[config.mk]
export PLATFORM = sky130hd
export DESIGN_NAME = rd_dma_sched
export DESIGN_NICKNAME = d
export VERILOG_FILES = /design/src/rtl/rd_dma_regs_pkg.sv /design/src/rtl/rd_dma_sched_regs_pkg.sv /design/src/rtl/rd_dma_desc_queue.sv /design/src/rtl/rd_dma_sched.sv
export SDC_FILE = /design/constraint.sdc
export NUM_CORES = 1
export LEC_CHECK = 0
export BUFFER_PORTS_ARGS = -buffer_cell sky130_fd_sc_hd__buf_2
export CORE_UTILIZATION = 54
export CTS_CLUSTER_DIAMETER = 150
export DETAILED_ROUTE_END_ITERATION = 10
export GPL_TIMING_DRIVEN = 0
export HOLD_SLACK_MARGIN = 0.15
export PLACE_DENSITY = 0.86
export SLEW_MARGIN = 0
export SYNTH_ARGS = -nofsm -noshare
export SYNTH_HDL_FRONTEND = slang
export SYNTH_HIERARCHICAL = 1
export SYNTH_SLANG_ARGS = --single-unit
[constraint.sdc]
create_clock -name clk_i -period 8.9 [get_ports clk_i]
set_input_delay 0.89 -clock clk_i [delete_from_list [all_inputs] [get_ports clk_i]]
set_output_delay 0.89 -clock clk_i [all_outputs]
set_load 0.03 [all_outputs]
[src/rtl/rd_dma_regs_pkg.sv]
// Register map of the rd_dma engine CSR slave, as seen from the scheduler's master port.
package rd_dma_regs_pkg;
  localparam int unsigned BASE_ADDR = 0;
  localparam int unsigned SIZE      = 1;
  localparam int unsigned RUN       = 2;
endpackage

[src/rtl/rd_dma_sched_regs_pkg.sv]
// Host-facing CSR map and FSM state encoding of the rd_dma descriptor scheduler.
package rd_dma_sched_regs_pkg;
  localparam int unsigned DESC_ADDR = 0;
  localparam int unsigned DESC_SIZE = 1;
  localparam int unsigned CTRL      = 2;
  localparam int unsigned STATUS    = 3;
  localparam int unsigned DONE_CNT  = 4;

  typedef enum logic [2:0] {
    IDLE, WR_BASE, WR_SIZE, WR_RUN, POLL_RD, POLL_WAIT, COMPLETE
  } sched_state_e;
endpackage

[src/rtl/rd_dma_desc_queue.sv]
// Show-ahead descriptor FIFO; a push while full is dropped even if a pop lands in the same cycle.
module rd_dma_desc_queue #(
  parameter int DATA_W  = 64,
  parameter int DEPTH_W = 3
) (
  input  logic               clk_i,
  input  logic               srst_i,
  input  logic               push_i,
  input  logic [DATA_W-1:0]  data_i,
  input  logic               pop_i,
  output logic [DATA_W-1:0]  data_o,
  output logic [DEPTH_W:0]   level_o,
  output logic               empty_o,
  output logic               full_o
);
  localparam int LW    = DEPTH_W + 1;
  localparam int DEPTH = 1 << DEPTH_W;

  logic [DATA_W-1:0]  mem [0:DEPTH-1];
  logic [DEPTH_W-1:0] wr_ptr, rd_ptr;
  logic [LW-1:0]      cnt;
  logic               push_ok, pop_ok;

  assign full_o  = (cnt == LW'(DEPTH));
  assign empty_o = (cnt == '0);
  assign level_o = cnt;
  assign data_o  = mem[rd_ptr];
  assign push_ok = push_i && !full_o;
  assign pop_ok  = pop_i && !empty_o;

  always_ff @(posedge clk_i) begin
    if (push_ok) mem[wr_ptr] <= data_i;
  end

  always_ff @(posedge clk_i) begin
    if (srst_i) begin
      wr_ptr <= '0;
      rd_ptr <= '0;
      cnt    <= '0;
    end else begin
      if (push_ok) wr_ptr <= wr_ptr + DEPTH_W'(1);
      if (pop_ok)  rd_ptr <= rd_ptr + DEPTH_W'(1);
      if (push_ok && !pop_ok)      cnt <= cnt + LW'(1);
      else if (!push_ok && pop_ok) cnt <= cnt - LW'(1);
    end
  end
endmodule

[src/rtl/rd_dma_sched.sv]
// Host-fed descriptor scheduler: programs the rd_dma engine one job at a time and polls it to completion.
module rd_dma_sched
  import rd_dma_sched_regs_pkg::*, rd_dma_regs_pkg::*;
#(
  parameter int AMM_CSR_DATA_W = 32,
  parameter int AMM_CSR_ADDR_W = 4,
  parameter int DESC_DEPTH_W   = 3
) (
  input  logic                      clk_i,
  input  logic                      srst_i,
  input  logic [AMM_CSR_ADDR_W-1:0] amm_slave_csr_address_i,
  input  logic                      amm_slave_csr_read_i,
  output logic [AMM_CSR_DATA_W-1:0] amm_slave_csr_readdata_o,
  input  logic                      amm_slave_csr_write_i,
  input  logic [AMM_CSR_DATA_W-1:0] amm_slave_csr_writedata_i,
  output logic [AMM_CSR_ADDR_W-1:0] amm_dma_csr_address_o,
  output logic                      amm_dma_csr_write_o,
  output logic [AMM_CSR_DATA_W-1:0] amm_dma_csr_writedata_o,
  output logic                      amm_dma_csr_read_o,
  input  logic [AMM_CSR_DATA_W-1:0] amm_dma_csr_readdata_i,
  output logic                      job_done_stb_o,
  output logic                      queue_irq_o
);
  localparam int DW = AMM_CSR_DATA_W;
  localparam int AW = AMM_CSR_ADDR_W;
  localparam int LW = DESC_DEPTH_W + 1;

  sched_state_e    state, state_nxt;
  logic [DW-1:0]   staged_addr, status_w, rd_mux;
  logic [2*DW-1:0] q_head;
  logic [LW-1:0]   q_level;
  logic            q_empty, q_full;
  logic            enable, irq_en, overflow, irq_r;
  logic [31:0]     done_cnt;
  logic            wr_desc_addr, wr_desc_size, wr_ctrl, clr, push, pop, drained;
  logic            unused_rdata;

  assign unused_rdata = ^amm_dma_csr_readdata_i[DW-1:1];

  assign wr_desc_addr = amm_slave_csr_write_i && (amm_slave_csr_address_i == AW'(DESC_ADDR));
  assign wr_desc_size = amm_slave_csr_write_i && (amm_slave_csr_address_i == AW'(DESC_SIZE));
  assign wr_ctrl      = amm_slave_csr_write_i && (amm_slave_csr_address_i == AW'(CTRL));
  assign clr          = wr_ctrl && amm_slave_csr_writedata_i[1];
  assign push         = wr_desc_size && (amm_slave_csr_writedata_i != '0);
  assign pop          = (state == COMPLETE);
  // Last job retired with no refill arriving in the same cycle.
  assign drained      = pop && (q_level == LW'(1)) && !push;

  assign job_done_stb_o = pop;
  assign queue_irq_o    = irq_r && irq_en;

  rd_dma_desc_queue #(.DATA_W(2*DW), .DEPTH_W(DESC_DEPTH_W)) u_queue (
    .clk_i   (clk_i),
    .srst_i  (srst_i),
    .push_i  (push),
    .data_i  ({staged_addr, amm_slave_csr_writedata_i}),
    .pop_i   (pop),
    .data_o  (q_head),
    .level_o (q_level),
    .empty_o (q_empty),
    .full_o  (q_full)
  );

  always_ff @(posedge clk_i) begin
    if (wr_desc_addr) staged_addr <= amm_slave_csr_writedata_i;
  end

  always_comb begin
    status_w       = '0;
    status_w[0]    = (state != IDLE);
    status_w[1]    = overflow;
    status_w[2]    = irq_en;
    status_w[15:8] = 8'(q_level);
    rd_mux = '0;
    if (amm_slave_csr_address_i == AW'(STATUS))        rd_mux = status_w;
    else if (amm_slave_csr_address_i == AW'(DONE_CNT)) rd_mux = DW'(done_cnt);
  end

  always_comb begin
    state_nxt = state;
    case (state)
      IDLE:      if (enable && !q_empty) state_nxt = WR_BASE;
      WR_BASE:   state_nxt = WR_SIZE;
      WR_SIZE:   state_nxt = WR_RUN;
      WR_RUN:    state_nxt = POLL_RD;
      POLL_RD:   state_nxt = POLL_WAIT;
      POLL_WAIT: state_nxt = amm_dma_csr_readdata_i[0] ? COMPLETE : POLL_RD;
      COMPLETE:  state_nxt = IDLE;
      default:   state_nxt = IDLE;
    endcase
  end

  always_comb begin
    amm_dma_csr_address_o   = '0;
    amm_dma_csr_write_o     = 1'b0;
    amm_dma_csr_writedata_o = '0;
    amm_dma_csr_read_o      = 1'b0;
    case (state)
      WR_BASE: begin
        amm_dma_csr_write_o     = 1'b1;
        amm_dma_csr_address_o   = AW'(BASE_ADDR);
        amm_dma_csr_writedata_o = q_head[2*DW-1:DW];
      end
      WR_SIZE: begin
        amm_dma_csr_write_o     = 1'b1;
        amm_dma_csr_address_o   = AW'(SIZE);
        amm_dma_csr_writedata_o = q_head[DW-1:0];
      end
      WR_RUN: begin
        amm_dma_csr_write_o     = 1'b1;
        amm_dma_csr_address_o   = AW'(RUN);
        amm_dma_csr_writedata_o = DW'(1);
      end
      POLL_RD: begin
        amm_dma_csr_read_o    = 1'b1;
        amm_dma_csr_address_o = AW'(BASE_ADDR);
      end
      default: ;
    endcase
  end

  always_ff @(posedge clk_i) begin
    if (srst_i) begin
      state                    <= IDLE;
      enable                   <= 1'b0;
      irq_en                   <= 1'b0;
      overflow                 <= 1'b0;
      irq_r                    <= 1'b0;
      done_cnt                 <= '0;
      amm_slave_csr_readdata_o <= '0;
    end else begin
      state <= state_nxt;
      if (wr_ctrl) begin
        enable <= amm_slave_csr_writedata_i[0];
        irq_en <= amm_slave_csr_writedata_i[2];
      end
      if (clr)                 overflow <= 1'b0;
      else if (push && q_full) overflow <= 1'b1;
      // Clear wins over a same-cycle completion.
      if (clr)      done_cnt <= '0;
      else if (pop) done_cnt <= done_cnt + 32'd1;
      if (clr || !irq_en) irq_r <= 1'b0;
      else if (drained)   irq_r <= 1'b1;
      amm_slave_csr_readdata_o <= amm_slave_csr_read_i ? rd_mux : '0;
    end
  end
endmodule

==> metrics.cfg, run 1 <==
[critical_path]
crit_slowest_cell = nor3_1
crit_family = buffers and inverters
crit_chain = buf_1 -> inv_1 -> nor3_1 -> clkbuf_1 -> a22o_1 -> buf_2
critPathKind = reg -> out
crit_buf_inv = 4
crit_arrival_ps = 3770
critPathMaxStageDelay_ps = 890
cp_max_fo = 10
worstSetupStartpointType = flip-flop
cp.required_ps = 8010
critPathCaptureType = output port

[logic_synthesis]
ys_ff_latch = 628
ys_seq_area_share_pct = 75.0
synth_xor_area_share_pct = 0.619
synth-simple-area-share_pct = 4.19
async_flop_share_pct = 0
yosys_warnings = 6
synth_fa_ha_area_share_pct = 0.396
syn-cell-area_mm2 = 0.0240
synth_mux_area_share_pct = 15.2
synth_flop_cell = edfxtp_1
synth_compound_area_share_pct = 2.97
syn_area_per_cell_um2 = 20.0
syn_inst = 1199
synth_edf_count = 544
synth_top_family_by_area = multiplexers
ys_types = 53

[global_route]
track_usage_pct = 25.9
grt_overflow = 0
antenna_found_initial = 3
grt_max_degree = 28
grt_pass1_wl_mm = 83.9
grt_pass1_vias = 13400

[finish]
stdcell_count = 2049
syn_to_final_growth_pct = 15.5
final_layout_size_suffix_gt1_share_pct = 31.8
layout_commonest_cell = edfxtp_1
nFillCells = 2748
nets = 1496
final_cell_mix = edfxtp_1 (544), mux4_2 (128), buf_2 (116)
final_util_pct = 63.9

[drt]
wirelength_mm = 57.2
ant_nets = 0
drc = 0
num_vias = 13000
routed_via_density = 6.35
route.detailed.wl_per_inst_um = 27.9
firstDrtPassIters = 5
first_iter_violations = 1544

[clock_network]
h-tree-depth = 2
clock_sinks = 628
clkTransAtPathRegs_ps = 60
clock_latency_ps = 640
clock-root-buffer = clkbuf_16
max-clock-path-buffers = 3
cts_tree = yes
numCtsBuffers = 59
cts_hold_buf = 0
cts-resized-gates = 0
postCtsSetupBuffers = 0

[placement]
dp_cells = 1941
dp_hpwl_mm = 34.5
port_buffers = 110
place.gp.congestion = 0.844

[timing]
maxSlewViolCount = 0
hold_violations = 0
layout_min_cycle_time_ps = 4660
rsz0062_at_grt = no
timing.final.crit_share_pct = 52.4
finalSetupViolCount = 0
slew_headroom_pct = 13.9
tightest_slew_ps = 1290
fmax_mhz = 214
fin_worst_skew_ps = 28.4

[min_path]
hp-class = reg -> reg

[run]
max_cap_violations = 0

[floorplan]
io-pin-count = 144
row_count = 76
die_h_um = 213
coreArea_mm2 = 0.0435
dieArea_mm2 = 0.0454
initial_core_util_pct = 55.3
fp.dieW_um = 213

[pwr]
p_leak_nw = 9.03
irDropWorstVdd_mv = 0.167
cellPowerDensity_mw_per_mm2 = 205
total_power_w = 0.00570

[outcome]
outcome = finished, final reports clean

[power breakdown]
| part | internal [W] | switching (W) |
|---|---|---|
| combinational | 0.0000213 | 0.0000532 |
| sequential | 0.00319 | 0.00000795 |
| clock | 0.00136 | 0.00107 |
[flip-flops by register name, summed over array words and instances (netlist names), named ones only]
signal                    cells
enable                        1
u_queue/level_o               4
u_queue/mem                 512
u_queue/wr_ptr                3
amm_slave_csr_readdata_o     32
state                         3
irq_r                         1
staged_addr                  32
u_queue/rd_ptr                3
done_cnt                     32
irq_en                        1
overflow                      1
[routing by layer]
metal / vias up / wire (µm) / share of wire (%) / GRT usage, %
met5: - / 13 / 0.023 / 0
met4: 2 / 1820 / 3.2 / 9.43
met3: 141 / 5130 / 9.0 / 5.44
met2: 773 / 29300 / 51 / 44.6
met1: 6748 / 20900 / 36 / 32.4
li1: 5356 / - / - / -
[final cells by class]
class,instances,area (µm²),share of cell area [%]
clock buffers,72,1560,5.61
well taps,585,732,2.64
multi-input cells,497,5670,20.4
flip-flops and latches,628,18000,64.9
diodes,2,5.00,0.0180
plain buffers,63,362,1.30
inverters,12,45.0,0.162
clock inverters,34,287,1.03
repair buffers,156,1090,3.93
[Yosys cell counts, drive strengths merged (2+ instances only)]
cell,n,area (µm²)
nor4,12,75.1
buf,35,255
nand2,23,86.3
mux2,65,732
o211ai,3,22.5
or4,16,124
a22o,37,324
a211oi,2,15.0
nor2,34,128
and4,5,43.8
xnor2,8,70.1
and3,2,12.5
nor3,7,35.0
nand2b,2,12.5
nor3b,3,22.5
edfxtp,544,16300
mux2i,3,30.0
ha,6,75.1
and2,29,181
a31oi,3,18.8
mux4,128,2880
dfxtp,84,1680
o21a,3,22.5
xor2,9,78.8
clkbuf,28,106
o21ai,6,30.0
nand3,16,80.1
and4b,2,20.0
nor2b,3,18.8
a21oi,24,120
or3,5,31.3
o31ai,12,90.1
inv,12,45.0
nand4,14,87.6
[final timing paths]
check | endpoint | slack (ps) | startpoint | cells past startpoint
max | amm_dma_csr_writedata_o[5] | 4240 | state[1] | 6
min | enable | 460 | enable | 2
max reg2reg | u_queue/mem[4][24] | 5710 | u_queue/level_o[1] | 8
min reg2reg | enable | 460 | enable | 2
[worst register-to-register path: stages, from the launching register on]
cell     delay, ps
dfxtp_1        520
or4b_1         210
nand2_1        190
inv_1          190
nand2_1        240
nor3_2         880
buf_6          290
buf_6          190
buf_6          190
[kinds of logic after synthesis]
logic type | after synthesis
other | 1
XOR/XNOR | 17
flip-flops | 628
buffers and inverters | 75
AO/OA/AOI/OAI | 97
AND/OR/NAND/NOR | 178
adder cells (fa/ha/maj) | 7
multiplexers | 196
[metrics by stage]
step | setup TNS, ps | instance area (µm²) | setup slack, ps | hold slack [ps]
floorplan | 0 | 24000 | 392 | 425
global placement | -931090 | 25300 | -5380 | 456
global route | 0 | 27800 | 4120 | 491
finish | 0 | 27800 | 4240 | 460
CTS | 0 | 27800 | 4250 | 459
detailed placement | 0 | 25900 | 4300 | 453
No activity file was read; power rests on OpenSTA's default activity.
==> inputs of run 2 (changes only) <==
Settings changed: ABC_AREA from default to 1, CORE_UTILIZATION 54 to 55, PLACE_DENSITY 0.86 to 0.84.
Clock period 8.9 ns to 4.3 ns, I/O delays scaled along.
==> metrics.cfg, run 2 <==
[outcome]
outcome = finished, final reports clean

[timing]
rsz0062_at_grt = no
fmax_mhz = 288
finalHoldWorstSlack_ps = 171  ; -289 ps
timing.final.crit_share_pct = 80.7
finalSetupViolCount = 0  ; unchanged
hold_violations = 0  ; unchanged
maxSlewViolCount = 0  ; unchanged
tightest_slew_ps = 983  ; -308 ps
slew_headroom_pct = 34.3  ; +20 points
layout_min_cycle_time_ps = 3470
timing.final.ws_setup_ps = 828  ; -3410 ps
fin_worst_skew_ps = 22.0  ; -6.39 ps

[pwr]
p_leak_nw = 11.3  ; +25%
irDropWorstVdd_mv = 0.462  ; +180%
cellPowerDensity_mw_per_mm2 = 416  ; +100%

[clock_network]
h-tree-depth = 2  ; unchanged
cts-resized-gates = 0  ; unchanged
max-clock-path-buffers = 3  ; unchanged
clkTransAtPathRegs_ps = 60  ; about the same
clock_latency_ps = 620  ; -20 ps
clock_sinks = 628  ; unchanged
cts_tree = yes
clock-root-buffer = clkbuf_16
numCtsBuffers = 59  ; unchanged

[critical_path]
critPathCaptureType = output port
path_common_cell = buf_2
cp.required_ps = 3870  ; -4140 ps
critPathKind = reg -> out
critPathMaxStageDelay_ps = 690  ; -200 ps
worstSetupStartpointType = flip-flop
crit_slowest_cell = o21ai_0
rrSetupSlack_ps = 1590  ; -4120 ps
crit_chain = buf_2 -> inv_1 -> nand3_1 -> clkbuf_1 -> o21ai_0 -> buf_2
cp_max_fo = 10  ; unchanged
crit_arrival_ps = 3040  ; -730 ps

[floorplan]
fp.dieW_um = 218  ; +2.5%
initial_core_util_pct = 56.3  ; +0.95 points
io-pin-count = 144  ; unchanged
coreArea_mm2 = 0.0458  ; +5.3%
dieArea_mm2 = 0.0477  ; +5.1%
die_h_um = 218  ; +2.5%
row_count = 78  ; +2.6%

[placement]
place.gp.congestion = 0.879  ; +4.1%
dp_cells = 3112  ; +60%
port_buffers = 110  ; unchanged
dp_hpwl_mm = 44.4  ; +29%
place_ws_ps = 806  ; -3490 ps

[drt]
wirelength_mm = 68.8  ; +20%
num_vias = 18900  ; +45%
route.detailed.wl_per_inst_um = 21.2  ; -24%
ant_nets = 0  ; unchanged
first_iter_violations = 2366  ; +53%
firstDrtPassIters = 6  ; +1
routed_via_density = 5.82  ; -8.4%
drc = 0  ; unchanged

[logic_synthesis]
yosys.area.top_type = edfxtp_1
synth_common_cells = nor2_1 (628), edfxtp_1 (544), nand2_1 (460)
syn_inst = 2384  ; +99%
syn-cell-area_mm2 = 0.0258  ; +7.1%
yosys_warnings = 6  ; unchanged
ys_seq_area_share_pct = 70.0  ; -5.0 points
synth_area_leaders = edfxtp_1 (63%), nor2_1 (9.2%), nand2_1 (6.7%)
synth_edf_count = 544  ; unchanged
ys_types = 43  ; -19%
ys_ff_latch = 628  ; unchanged
synth.most_common_cell = nor2_1
async_flop_share_pct = 0  ; unchanged
synth_flop_cell = edfxtp_1
syn_area_per_cell_um2 = 10.8  ; -46%
yosysTopAreaCellShare_pct = 63.4  ; -4.5 points

[finish]
insertedDiodeCount = 0  ; -2
syn_to_final_growth_pct = 15.2
stdcell_count = 3244  ; +58%
final_cell_mix = nor2_1 (619), edfxtp_1 (544), nand2_1 (460)
layout_commonest_cell = nor2_1
top_register = u_queue/mem
largest_register_ffs = 512  ; unchanged
nets = 2677  ; +79%
final_layout_size_suffix_gt1_share_pct = 13.3  ; -19 points

[global_route]
grt_pass1_wl_mm = 103  ; +23%
track_usage_pct = 28.8  ; +2.9 points
grt_overflow = 0  ; unchanged
grt_pass1_vias = 18800  ; +40%
antenna_found_initial = 0  ; -3
grt_max_degree = 28  ; unchanged

[min_path]
hp-class = in -> reg

[run]
max_cap_violations = 0  ; unchanged

-- run 2: through the flow --
| step | power, W | TNS [ps] | util [%] | cell area (µm²) |
|---|---|---|---|---|
| after global routing | 0.0126 | 0 | 64.8 | 29700 |
| after floorplan | 0.00698 | -47280 | - | 25800 |
| final | 0.0123 | 0 | 64.8 | 29700 |
| after global placement | 0.00719 | -938210 | 59.1 | 27100 |
| after CTS | 0.0124 | 0 | 64.8 | 29700 |
| after detailed placement | 0.00721 | 0 | 60.0 | 27500 |
-- run 2: repair_timing --
item                                   in CTS  in global routing
buffers inserted                            0                  0
endpoints found under the hold margin     183                  0
hold buffers                               25                  0
-- run 2: cell families (layout without fill, tap and decap cells) --
kind of cell    Yosys count  after routing  synth area share, %
fa+ha+maj                 7              7                0.369
xor+xnor                  5              5                0.170
flops                   628            628                 70.0
other cells               1              2               0.0146
buf+inv                 229            488                 4.73
compound gates          339            339                 6.68
simple gates           1175           1175                 18.1
-- run 2: layer usage --
metal | part of all wire, % | global-route usage (%) | vias to the layer above
met5 | 0 | 0 | -
met2 | 49 | 48.9 | 1281
met4 | 5.4 | 15.7 | 0
li1 | - | - | 8415
met1 | 34 | 34.2 | 8920
met3 | 11 | 6.03 | 264
-- run 2: worst paths after layout --
| check | startpoint | endpoint | cells past startpoint |
|---|---|---|---|
| worst max register to register | u_queue/level_o[0] | u_queue/mem[6][7] | 8 |
| worst max-delay path | state[2] | amm_dma_csr_writedata_o[4] | 6 |
| worst min-delay path | amm_slave_csr_writedata_i[30] | staged_addr[30] | 1 |
| worst min register to register | enable | enable | 2 |
-- run 2: final cells by class --
cell class / instances / area, µm²
Multi-Input combinational cell: 1528 / 6590
Buffer: 111 / 769
Inverter: 118 / 448
Clock buffer: 73 / 1590
Clock inverter: 34 / 345
Sequential cell: 628 / 18000
Timing Repair Buffer: 152 / 1160
Tap cell: 600 / 751
Fill cell: 3070 / 16100
-- run 2: critical path: cells and delay by family (launching register included) --
family,cells,cell delay [ps]
flops,1,310
simple gates,1,330
compound gates,1,690
buf+inv,4,1070
-- run 2: power by group --
part | internal (W) | switching [W]
registers | 0.00660 | 0.0000214
logic | 0.000110 | 0.000373
clock network | 0.00304 | 0.00221
